==> config.mk <==
export PLATFORM = sky130hd
export DESIGN_NAME = ascon_serial_io_flat
export DESIGN_NICKNAME = d
export VERILOG_FILES = /design/src/rtl/ascon_io_pkg.sv /design/src/rtl/ascon_serial_io_if.sv /design/src/rtl/ascon_shift_deser.sv /design/src/rtl/ascon_serial_io.sv /design/src/flat_wrapper.sv
export SDC_FILE = /design/constraint.sdc
export NUM_CORES = 2
export LEC_CHECK = 0
export CAP_MARGIN = 20
export CORE_AREA = 2 2 749 751
export CTS_CLUSTER_DIAMETER = 80
export CTS_CLUSTER_SIZE = 30
export DETAILED_ROUTE_END_ITERATION = 10
export DIE_AREA = 0 0 751 753
export GPL_TIMING_DRIVEN = 0
export SYNTH_ARGS = -nofsm -noshare
export SYNTH_HDL_FRONTEND = slang
export SYNTH_HIERARCHICAL = 1
export SYNTH_SLANG_ARGS = --single-unit
==> constraint.sdc <==
create_clock -name clk -period 2.25 [get_ports clk]
set_input_delay 0.45 -clock clk [delete_from_list [all_inputs] [get_ports clk]]
set_output_delay 0.45 -clock clk [all_outputs]
set_load 0.01 [all_outputs]
==> src/rtl/ascon_io_pkg.sv <==
// Shared definitions for the ASCON serial I/O front end: controller state
// encoding and the small parameter helpers used to size beat counters.
package ascon_io_pkg;

  typedef enum logic [2:0] {
    ST_IDLE   = 3'd0,
    ST_LOAD   = 3'd1,
    ST_LOADED = 3'd2,
    ST_RUN    = 3'd3,
    ST_UNLOAD = 3'd4
  } io_state_e;

  // Number of serial beats needed to move a field of 'bits' bits over a
  // W-bit lane (all widths are exact multiples of the lane width).
  function automatic int beat_count(input int bits, input int w);
    return bits / w;
  endfunction

  function automatic int max_of(input int a, input int b);
    return (a > b) ? a : b;
  endfunction

  // Counter width able to hold values 0..n-1 (never less than one bit).
  function automatic int idx_width(input int n);
    return (n <= 2) ? 1 : $clog2(n);
  endfunction

endpackage

==> src/rtl/ascon_serial_io_if.sv <==
// Serial side of the ASCON I/O block: input beat bus carrying the shared
// key/nonce/AD/ciphertext lanes plus randomness, and the output beat bus
// returning plaintext and tag. 'master' is the serial source/sink, 'slave'
// is the I/O block.
interface ascon_serial_io_if #(
  parameter int SH  = 3,
  parameter int W   = 1,
  parameter int RCH = 7
) ();

  logic              si_valid;
  logic              si_ready;
  logic [SH*W-1:0]   key_si;
  logic [SH*W-1:0]   nonce_si;
  logic [SH*W-1:0]   ad_si;
  logic [SH*W-1:0]   ct_si;
  logic [RCH*W-1:0]  rnd_si;

  logic              so_valid;
  logic              so_ready;
  logic [W-1:0]      pt_so;
  logic [W-1:0]      tag_so;

  modport master (
    output si_valid, key_si, nonce_si, ad_si, ct_si, rnd_si, so_ready,
    input  si_ready, so_valid, pt_so, tag_so
  );

  modport slave (
    input  si_valid, key_si, nonce_si, ad_si, ct_si, rnd_si, so_ready,
    output si_ready, so_valid, pt_so, tag_so
  );

endinterface

==> src/rtl/ascon_shift_deser.sv <==
// Serial-to-parallel shift register for one field share or randomness
// channel. Each enabled beat shifts the register left by one lane and
// inserts the new lane at the LSB end, so the first beat ends up in the MSBs.
// Shifting stops once LIMIT beats have been taken, which lets a short field
// sit still while longer fields keep loading.
module ascon_shift_deser
  import ascon_io_pkg::*;
#(
  parameter int N     = 128,
  parameter int W     = 1,
  parameter int LIMIT = beat_count(N, W),
  parameter int CW    = 8
) (
  input  logic          clk,
  input  logic          rst,
  input  logic          en_i,
  input  logic [CW-1:0] idx_i,
  input  logic [W-1:0]  lane_i,
  output logic [N-1:0]  data_o
);

  logic [N-1:0] data_q;
  logic [N-1:0] data_d;
  logic         shift_en;

  // Only beats whose index is still inside this field's length move data.
  assign shift_en = en_i && (int'(idx_i) < LIMIT);

  generate
    if (N == W) begin : g_whole
      assign data_d = lane_i;
    end else begin : g_shift
      assign data_d = {data_q[N-W-1:0], lane_i};
    end
  endgenerate

  // Field register: cleared by reset, otherwise holds until the next load.
  always_ff @(posedge clk) begin
    if (rst) begin
      data_q <= '0;
    end else if (shift_en) begin
      data_q <= data_d;
    end
  end

  assign data_o = data_q;

endmodule

==> src/rtl/ascon_serial_io.sv <==
// Serial I/O wrapper for a masked ASCON decryption core. Shared key, nonce,
// associated data, ciphertext and randomness arrive W bits per lane per
// beat and are deserialised into parallel registers for the core. After a
// start request the core is kicked with a one-cycle pulse; its plaintext and
// tag are latched on completion and streamed back out LSB-first.
module ascon_serial_io
  import ascon_io_pkg::*;
#(
  parameter int K   = 128,
  parameter int L   = 80,
  parameter int Y   = 80,
  parameter int SH  = 3,
  parameter int W   = 1,
  parameter int RCH = 7
) (
  input  logic                 clk,
  input  logic                 rst,
  ascon_serial_io_if.slave     sio,
  input  logic                 start,
  output logic                 core_start,
  output logic [SH*K-1:0]      core_key,
  output logic [SH*128-1:0]    core_nonce,
  output logic [SH*L-1:0]      core_ad,
  output logic [SH*Y-1:0]      core_ct,
  output logic [RCH*64-1:0]    core_rnd,
  input  logic                 core_done,
  input  logic [Y-1:0]         core_pt,
  input  logic [127:0]         core_tag,
  output logic                 busy
);

  // Input phase lasts as long as the longest field; output phase as long as
  // the longer of plaintext and tag.
  localparam int MAXB = max_of(max_of(max_of(K, 128), max_of(L, Y)), 64) / W;
  localparam int OUTB = max_of(Y, 128) / W;
  localparam int YB   = beat_count(Y, W);
  localparam int TB   = beat_count(128, W);
  localparam int CW   = idx_width(MAXB + 1);
  localparam int OCW  = idx_width(OUTB);
  localparam logic [CW-1:0]  MAXB_LAST = CW'(MAXB - 1);
  localparam logic [OCW-1:0] OUTB_LAST = OCW'(OUTB - 1);

  generate
    if ((K % W) != 0 || (128 % W) != 0 || (L % W) != 0 ||
        (Y % W) != 0 || (64 % W) != 0) begin : g_bad_lane_width
      $error("ascon_serial_io: K, 128, L, Y and 64 must be multiples of W");
    end
  endgenerate

  io_state_e      state_q;
  logic [CW-1:0]  in_cnt_q;
  logic [OCW-1:0] out_cnt_q;
  logic [Y-1:0]   pt_lat_q;
  logic [127:0]   tag_lat_q;
  logic           si_ready_q;
  logic           busy_q;
  logic           core_start_q;
  logic           so_valid_q;
  logic [W-1:0]   pt_so_q;
  logic [W-1:0]   tag_so_q;

  logic           beat_acc;
  logic [OCW-1:0] out_nxt_d;
  logic [Y-1:0]   pt_shift_d;
  logic [127:0]   tag_shift_d;
  logic [W-1:0]   pt_beat_d;
  logic [W-1:0]   tag_beat_d;

  assign beat_acc = sio.si_valid & si_ready_q;

  // Deserialisers: one per share of each secret field, one per randomness
  // channel. All share the accepted-beat strobe and the global beat index.
  genvar gi;
  generate
    for (gi = 0; gi < SH; gi++) begin : g_share
      ascon_shift_deser #(.N(K), .W(W), .LIMIT(beat_count(K, W)), .CW(CW)) u_key (
        .clk(clk), .rst(rst), .en_i(beat_acc), .idx_i(in_cnt_q),
        .lane_i(sio.key_si[gi*W +: W]), .data_o(core_key[gi*K +: K])
      );
      ascon_shift_deser #(.N(128), .W(W), .LIMIT(beat_count(128, W)), .CW(CW)) u_nonce (
        .clk(clk), .rst(rst), .en_i(beat_acc), .idx_i(in_cnt_q),
        .lane_i(sio.nonce_si[gi*W +: W]), .data_o(core_nonce[gi*128 +: 128])
      );
      ascon_shift_deser #(.N(L), .W(W), .LIMIT(beat_count(L, W)), .CW(CW)) u_ad (
        .clk(clk), .rst(rst), .en_i(beat_acc), .idx_i(in_cnt_q),
        .lane_i(sio.ad_si[gi*W +: W]), .data_o(core_ad[gi*L +: L])
      );
      ascon_shift_deser #(.N(Y), .W(W), .LIMIT(beat_count(Y, W)), .CW(CW)) u_ct (
        .clk(clk), .rst(rst), .en_i(beat_acc), .idx_i(in_cnt_q),
        .lane_i(sio.ct_si[gi*W +: W]), .data_o(core_ct[gi*Y +: Y])
      );
    end

    for (gi = 0; gi < RCH; gi++) begin : g_rnd
      ascon_shift_deser #(.N(64), .W(W), .LIMIT(beat_count(64, W)), .CW(CW)) u_rnd (
        .clk(clk), .rst(rst), .en_i(beat_acc), .idx_i(in_cnt_q),
        .lane_i(sio.rnd_si[gi*W +: W]), .data_o(core_rnd[gi*64 +: 64])
      );
    end
  endgenerate

  // Next output beat: slice of the latched results at the following index,
  // padded with zeros once the shorter result has been fully sent.
  always_comb begin
    out_nxt_d   = out_cnt_q + 1'b1;
    pt_shift_d  = pt_lat_q >> (int'(out_nxt_d) * W);
    tag_shift_d = tag_lat_q >> (int'(out_nxt_d) * W);
    pt_beat_d   = (int'(out_nxt_d) < YB) ? pt_shift_d[W-1:0] : '0;
    tag_beat_d  = (int'(out_nxt_d) < TB) ? tag_shift_d[W-1:0] : '0;
  end

  // Controller: sequences load, core run and unload; every handshake and
  // status output is registered and updated together with the state.
  always_ff @(posedge clk) begin
    if (rst) begin
      state_q      <= ST_IDLE;
      in_cnt_q     <= '0;
      out_cnt_q    <= '0;
      pt_lat_q     <= '0;
      tag_lat_q    <= '0;
      si_ready_q   <= 1'b1;
      busy_q       <= 1'b0;
      core_start_q <= 1'b0;
      so_valid_q   <= 1'b0;
      pt_so_q      <= '0;
      tag_so_q     <= '0;
    end else begin
      core_start_q <= 1'b0;
      case (state_q)
        ST_IDLE, ST_LOAD: begin
          if (beat_acc) begin
            in_cnt_q <= in_cnt_q + 1'b1;
            busy_q   <= 1'b1;
            if (in_cnt_q == MAXB_LAST) begin
              state_q    <= ST_LOADED;
              si_ready_q <= 1'b0;
            end else begin
              state_q <= ST_LOAD;
            end
          end
        end
        ST_LOADED: begin
          if (start) begin
            state_q      <= ST_RUN;
            core_start_q <= 1'b1;
          end
        end
        ST_RUN: begin
          if (core_done) begin
            state_q    <= ST_UNLOAD;
            pt_lat_q   <= core_pt;
            tag_lat_q  <= core_tag;
            out_cnt_q  <= '0;
            so_valid_q <= 1'b1;
            pt_so_q    <= core_pt[W-1:0];
            tag_so_q   <= core_tag[W-1:0];
          end
        end
        ST_UNLOAD: begin
          if (sio.so_ready) begin
            if (out_cnt_q == OUTB_LAST) begin
              state_q    <= ST_IDLE;
              in_cnt_q   <= '0;
              out_cnt_q  <= '0;
              si_ready_q <= 1'b1;
              busy_q     <= 1'b0;
              so_valid_q <= 1'b0;
              pt_so_q    <= '0;
              tag_so_q   <= '0;
            end else begin
              out_cnt_q <= out_nxt_d;
              pt_so_q   <= pt_beat_d;
              tag_so_q  <= tag_beat_d;
            end
          end
        end
        default: begin
          state_q <= ST_IDLE;
        end
      endcase
    end
  end

  assign sio.si_ready = si_ready_q;
  assign sio.so_valid = so_valid_q;
  assign sio.pt_so    = pt_so_q;
  assign sio.tag_so   = tag_so_q;
  assign core_start   = core_start_q;
  assign busy         = busy_q;

endmodule
==> src/flat_wrapper.sv <==
// flat-port wrapper written by rule: the top's interface ports become plain ports
module ascon_serial_io_flat import ascon_io_pkg::*;
#(
  parameter int K   = 128,
  parameter int L   = 80,
  parameter int Y   = 80,
  parameter int SH  = 3,
  parameter int W   = 1,
  parameter int RCH = 7
)
  (clk, rst, start, core_start, core_key, core_nonce, core_ad, core_ct, core_rnd, core_done, core_pt, core_tag, busy, sio_si_valid, sio_key_si, sio_nonce_si, sio_ad_si, sio_ct_si, sio_rnd_si, sio_so_ready, sio_si_ready, sio_so_valid, sio_pt_so, sio_tag_so);
  ascon_serial_io_if #(.SH(SH), .W(W), .RCH(RCH)) sio_i ();
  input  logic clk;
  input  logic rst;
  input  logic start;
  output logic core_start;
  output logic [SH*K-1:0] core_key;
  output logic [SH*128-1:0] core_nonce;
  output logic [SH*L-1:0] core_ad;
  output logic [SH*Y-1:0] core_ct;
  output logic [RCH*64-1:0] core_rnd;
  input  logic core_done;
  input  logic [Y-1:0] core_pt;
  input  logic [127:0] core_tag;
  output logic busy;
  input wire logic [$bits(sio_i.si_valid)-1:0] sio_si_valid;
  input wire logic [$bits(sio_i.key_si)-1:0] sio_key_si;
  input wire logic [$bits(sio_i.nonce_si)-1:0] sio_nonce_si;
  input wire logic [$bits(sio_i.ad_si)-1:0] sio_ad_si;
  input wire logic [$bits(sio_i.ct_si)-1:0] sio_ct_si;
  input wire logic [$bits(sio_i.rnd_si)-1:0] sio_rnd_si;
  input wire logic [$bits(sio_i.so_ready)-1:0] sio_so_ready;
  output wire logic [$bits(sio_i.si_ready)-1:0] sio_si_ready;
  output wire logic [$bits(sio_i.so_valid)-1:0] sio_so_valid;
  output wire logic [$bits(sio_i.pt_so)-1:0] sio_pt_so;
  output wire logic [$bits(sio_i.tag_so)-1:0] sio_tag_so;
  assign sio_i.si_valid = sio_si_valid;
  assign sio_i.key_si = sio_key_si;
  assign sio_i.nonce_si = sio_nonce_si;
  assign sio_i.ad_si = sio_ad_si;
  assign sio_i.ct_si = sio_ct_si;
  assign sio_i.rnd_si = sio_rnd_si;
  assign sio_i.so_ready = sio_so_ready;
  assign sio_si_ready = sio_i.si_ready;
  assign sio_so_valid = sio_i.so_valid;
  assign sio_pt_so = sio_i.pt_so;
  assign sio_tag_so = sio_i.tag_so;
  ascon_serial_io #(.K(K), .L(L), .Y(Y), .SH(SH), .W(W), .RCH(RCH)) u_core (.clk(clk), .rst(rst), .sio(sio_i), .start(start), .core_start(core_start), .core_key(core_key), .core_nonce(core_nonce), .core_ad(core_ad), .core_ct(core_ct), .core_rnd(core_rnd), .core_done(core_done), .core_pt(core_pt), .core_tag(core_tag), .busy(busy));
endmodule
==> flow_summary.json <==
{
  "drcViolationCount": 0,
  "ys_seq_area_share_pct": 51.52,
  "routed_via_density": 3.446,
  "violations": "setup timing",
  "initial_core_util_pct": 13.42,
  "min_period_ns": 2.529,
  "timing.final.ws_setup_ns": -0.2793,
  "ir_drop_v": 0.0007130,
  "final_cell_area_um2": 109200,
  "die_h_um": 753,
  "port-buffer-count": 1933,
  "yosys.area_share.simple_pct": 17.64,
  "holdPathEnd": "u_core/tag_lat_q[60]",
  "synth_mux_area_share_pct": 24.34,
  "cts_buffers": 119,
  "worst-path-buf-inv": 3,
  "r2r_start": "u_core/out_cnt_q[1]",
  "pwr_density_cell_nw_per_um2": 601.5,
  "combinationalPowerShare_pct": 6.2,
  "mostFrequentLayoutCells": "dfxtp_1, nand2b_1, mux2i_1",
  "tritoncts": "done",
  "synth_area_leaders": "dfxtp_1, mux2i_1, nand2b_1, nand2_1, mux4_2",
  "hold_path.class": "input pin to flop",
  "dpl.hpwl_um": 265500,
  "min_period_over_period_pct": 112.4,
  "track_usage_pct": 10.93,
  "overflow": 0,
  "maxCapViolations": 0,
  "routed_wl_um": 327000,
  "nets": 9196,
  "clkTransAtPathRegs_ns": 0.11,
  "path_delay_family": "multiplexers",
  "cpMaxStageDelayCell": "mux4_2",
  "wl_per_cell_um": 19.74,
  "drt_pass1_iterations": 5,
  "critPathKind": "flop to flop",
  "max-slew-margin-rel_pct": 22.81,
  "status": "finished with violations",
  "syn_area_um2": 74920,
  "synth-edff-count": 0,
  "rsz0062_at_grt": "yes",
  "coreArea_um2": 558400,
  "reg2reg_depth": 9,
  "synth-main-ff-cell": "dfxtp_1",
  "synth.distinct_cells": 64,
  "fmax_mhz": 395.4,
  "hold_start": "core_tag[60]",
  "yosysTopAreaCell": "dfxtp_1",
  "htreeDepth": 3,
  "crit_start": "u_core/out_cnt_q[1]",
  "drt_iter0_drc": 3391,
  "synth-seq-cells": 1928,
  "synth_fa_ha_area_share_pct": 0.03340,
  "switching_share_pct": 26.30,
  "p_seq_share_pct": 52.0,
  "yosys.area.top_type_share_pct": 51.52,
  "num_rows": 275,
  "synth_nets": 6990,
  "crit_chain": "ha_4 -> buf_12 -> buf_16 -> buf_16 -> mux4_2 -> mux2i_4 -> a22oi_2 -> a211oi_2 -> o32ai_2",
  "placedInstanceArea_um2": 104000,
  "power_frac_clock_pct": 41.8,
  "synth_top_family_by_area": "multiplexers",
  "clock-sinks": 1928,
  "synth_compound_area_share_pct": 2.136,
  "power.internal_uw": 48400,
  "yosys_warnings": 6,
  "mostFrequentLayoutCell": "dfxtp_1",
  "grt_pass1_wl_um": 445800,
  "grt_pass1_vias": 56871,
  "hold_violations": 0,
  "r2r_end": "u_core/sio.pt_so",
  "worst-path-max-fanout": 8,
  "end_kind": "flop",
  "ios": 1935,
  "slowest_delay_ns": 0.56,
  "leakagePower_uw": 0.04766,
  "dieArea_um2": 565500,
  "crit_arrival_ns": 3.31,
  "synth_async_sr_flop_share_pct": 0,
  "p_switching_uw": 17270,
  "hold_path_depth": 3,
  "report.final.slew_viol_count": 0,
  "syn_inst": 6755,
  "tightest_slew_ns": 1.158,
  "die_x_um": 751,
  "cts_root_buffer": "clkbuf_16",
  "grt_max_degree": 31,
  "ant_nets": 0,
  "finalPower_uw": 65670,
  "avgSynthCellArea_um2": 11.09,
  "vias": 57093,
  "synth-xor-area-share_pct": 0.07014,
  "area_growth_pct": 45.72,
  "gp_congestion": 0.9045,
  "r2r_setup_slack_ns": -0.28,
  "clock_latency_ns": 0.94,
  "critPathLaunchType": "flop",
  "fin_worst_skew_ns": 0.1050,
  "antenna_found_initial": 44,
  "drive_gt1_share_pct": 9.416,
  "critPathMostFrequentCell": "buf_16",
  "required_ns": 3.04,
  "setup-violations-final": 3,
  "clk_path_buf_depth": 4
}
[power groups by stage]
stage,clock (µW),sequential (µW),combinational [µW]
floorplan,0,35000,2360
global placement,0,35000,3850
detailed placement,0,35000,3840
CTS,28500,34100,4140
global route,29700,34200,4280
finish,27400,34100,4070
[cell usage after synthesis, types with 10 or more instances]
library cell and n:
nand2b_1 1718, dfxtp_1 1928, mux4_2 51, nor2_1 25, a21oi_1 227, buf_12 12
nand2_1 454, nand3b_1 10, buf_2 37, o21ai_1 19, buf_6 98, buf_4 74
buf_8 10, clkbuf_1 248, mux2i_1 1707
[worst max-delay path by stage]
stage | to | depth (start not counted)
floorplan | u_core/sio.pt_so | 9
global placement | u_core/g_share[1].u_nonce/data_o[105] | 8
detailed placement | u_core/tag_lat_q[54] | 8
CTS | u_core/sio.pt_so | 9
global route | u_core/sio.pt_so | 8
finish | u_core/sio.pt_so | 9
[worst register-to-register path: stages (launching register included)]
cell      delay, ns
dfxtp_4        0.36
ha_4           0.27
buf_12         0.15
buf_16         0.16
buf_16         0.18
mux4_2         0.57
mux2i_4        0.29
a22oi_2        0.10
a211oi_2       0.25
o32ai_2        0.10
[area by class of cell]
cell class / instances / area, µm²
inverters: 7 / 42.54
well taps: 7479 / 9358
clock inverters: 86 / 1632
repair buffers: 2085 / 19320
multi-input cells: 4340 / 33370
clock buffers: 133 / 3153
repair inverters: 1 / 8.758
diodes: 29 / 72.57
plain buffers: 479 / 3381
flip-flops and latches: 1928 / 38830
fillers: 61674 / 449300
[routing by layer]
metal | GRT usage (%) | wire [µm]
met5 | 0 | 92
met3 | 3.487 | 30440
met4 | 3.064 | 9524
met2 | 18.16 | 150100
met1 | 13.50 | 136800
[metrics by stage]
stage / instances / util [%] / hold slack, ns / setup WS [ns] / setup TNS [ns]
finish: 16567 / 19.55 / 0.1374 / -0.2793 / -0.5029
global route: 16547 / 19.54 / 0.03958 / -0.3130 / -0.9794
CTS: 16537 / 19.53 / 0.001754 / -0.2645 / -0.4628
detailed placement: 16179 / 18.63 / 0.4453 / -1.226 / -1083.63
global placement: 16167 / 18.57 / 0.4404 / -4.126 / -6168.67
floorplan: 6755 / - / 0.4331 / -0.03489 / -0.03489
[kinds of logic (layout without fill, tap and decap cells)]
| kind of cell | Yosys count | in the layout |
|---|---|---|
| AO/OA/AOI/OAI | 292 | 292 |
| XOR/XNOR | 6 | 6 |
| adder cells (fa/ha/maj) | 2 | 2 |
| buffers and inverters | 487 | 2791 |
| flip-flops | 1928 | 1928 |
| multiplexers | 1758 | 1758 |
| other | 0 | 29 |
| AND/OR/NAND/NOR | 2282 | 2282 |
[registers in the layout (all words and copies together), names as in the netlist]
name,count
u_core/busy,1
u_core/core_start,1
u_core/g_rnd.u_rnd/data_o,448
u_core/g_share.u_ad/data_o,240
u_core/g_share.u_ct/data_o,240
u_core/g_share.u_key/data_o,384
u_core/g_share.u_nonce/data_o,384
u_core/in_cnt_q,8
u_core/out_cnt_q,7
u_core/pt_lat_q,80
u_core/sio.pt_so,1
u_core/sio.si_ready,1
u_core/sio.so_valid,1
u_core/sio.tag_so,1
u_core/state_q,3
u_core/tag_lat_q,128
[repair_timing]
| action | in CTS | in global routing |
|---|---|---|
| buffers inserted | 17 | 1 |
| hold buffers | 123 | 0 |
| pin swaps | 6 | 7 |
| resized for setup | 2334 | 19 |
| cloned | 3 | 0 |
| setup endpoints to repair | 3546 | 155 |
| hold endpoints to repair | 205 | 0 |
Note: power is estimated with default switching activity, not from simulation.
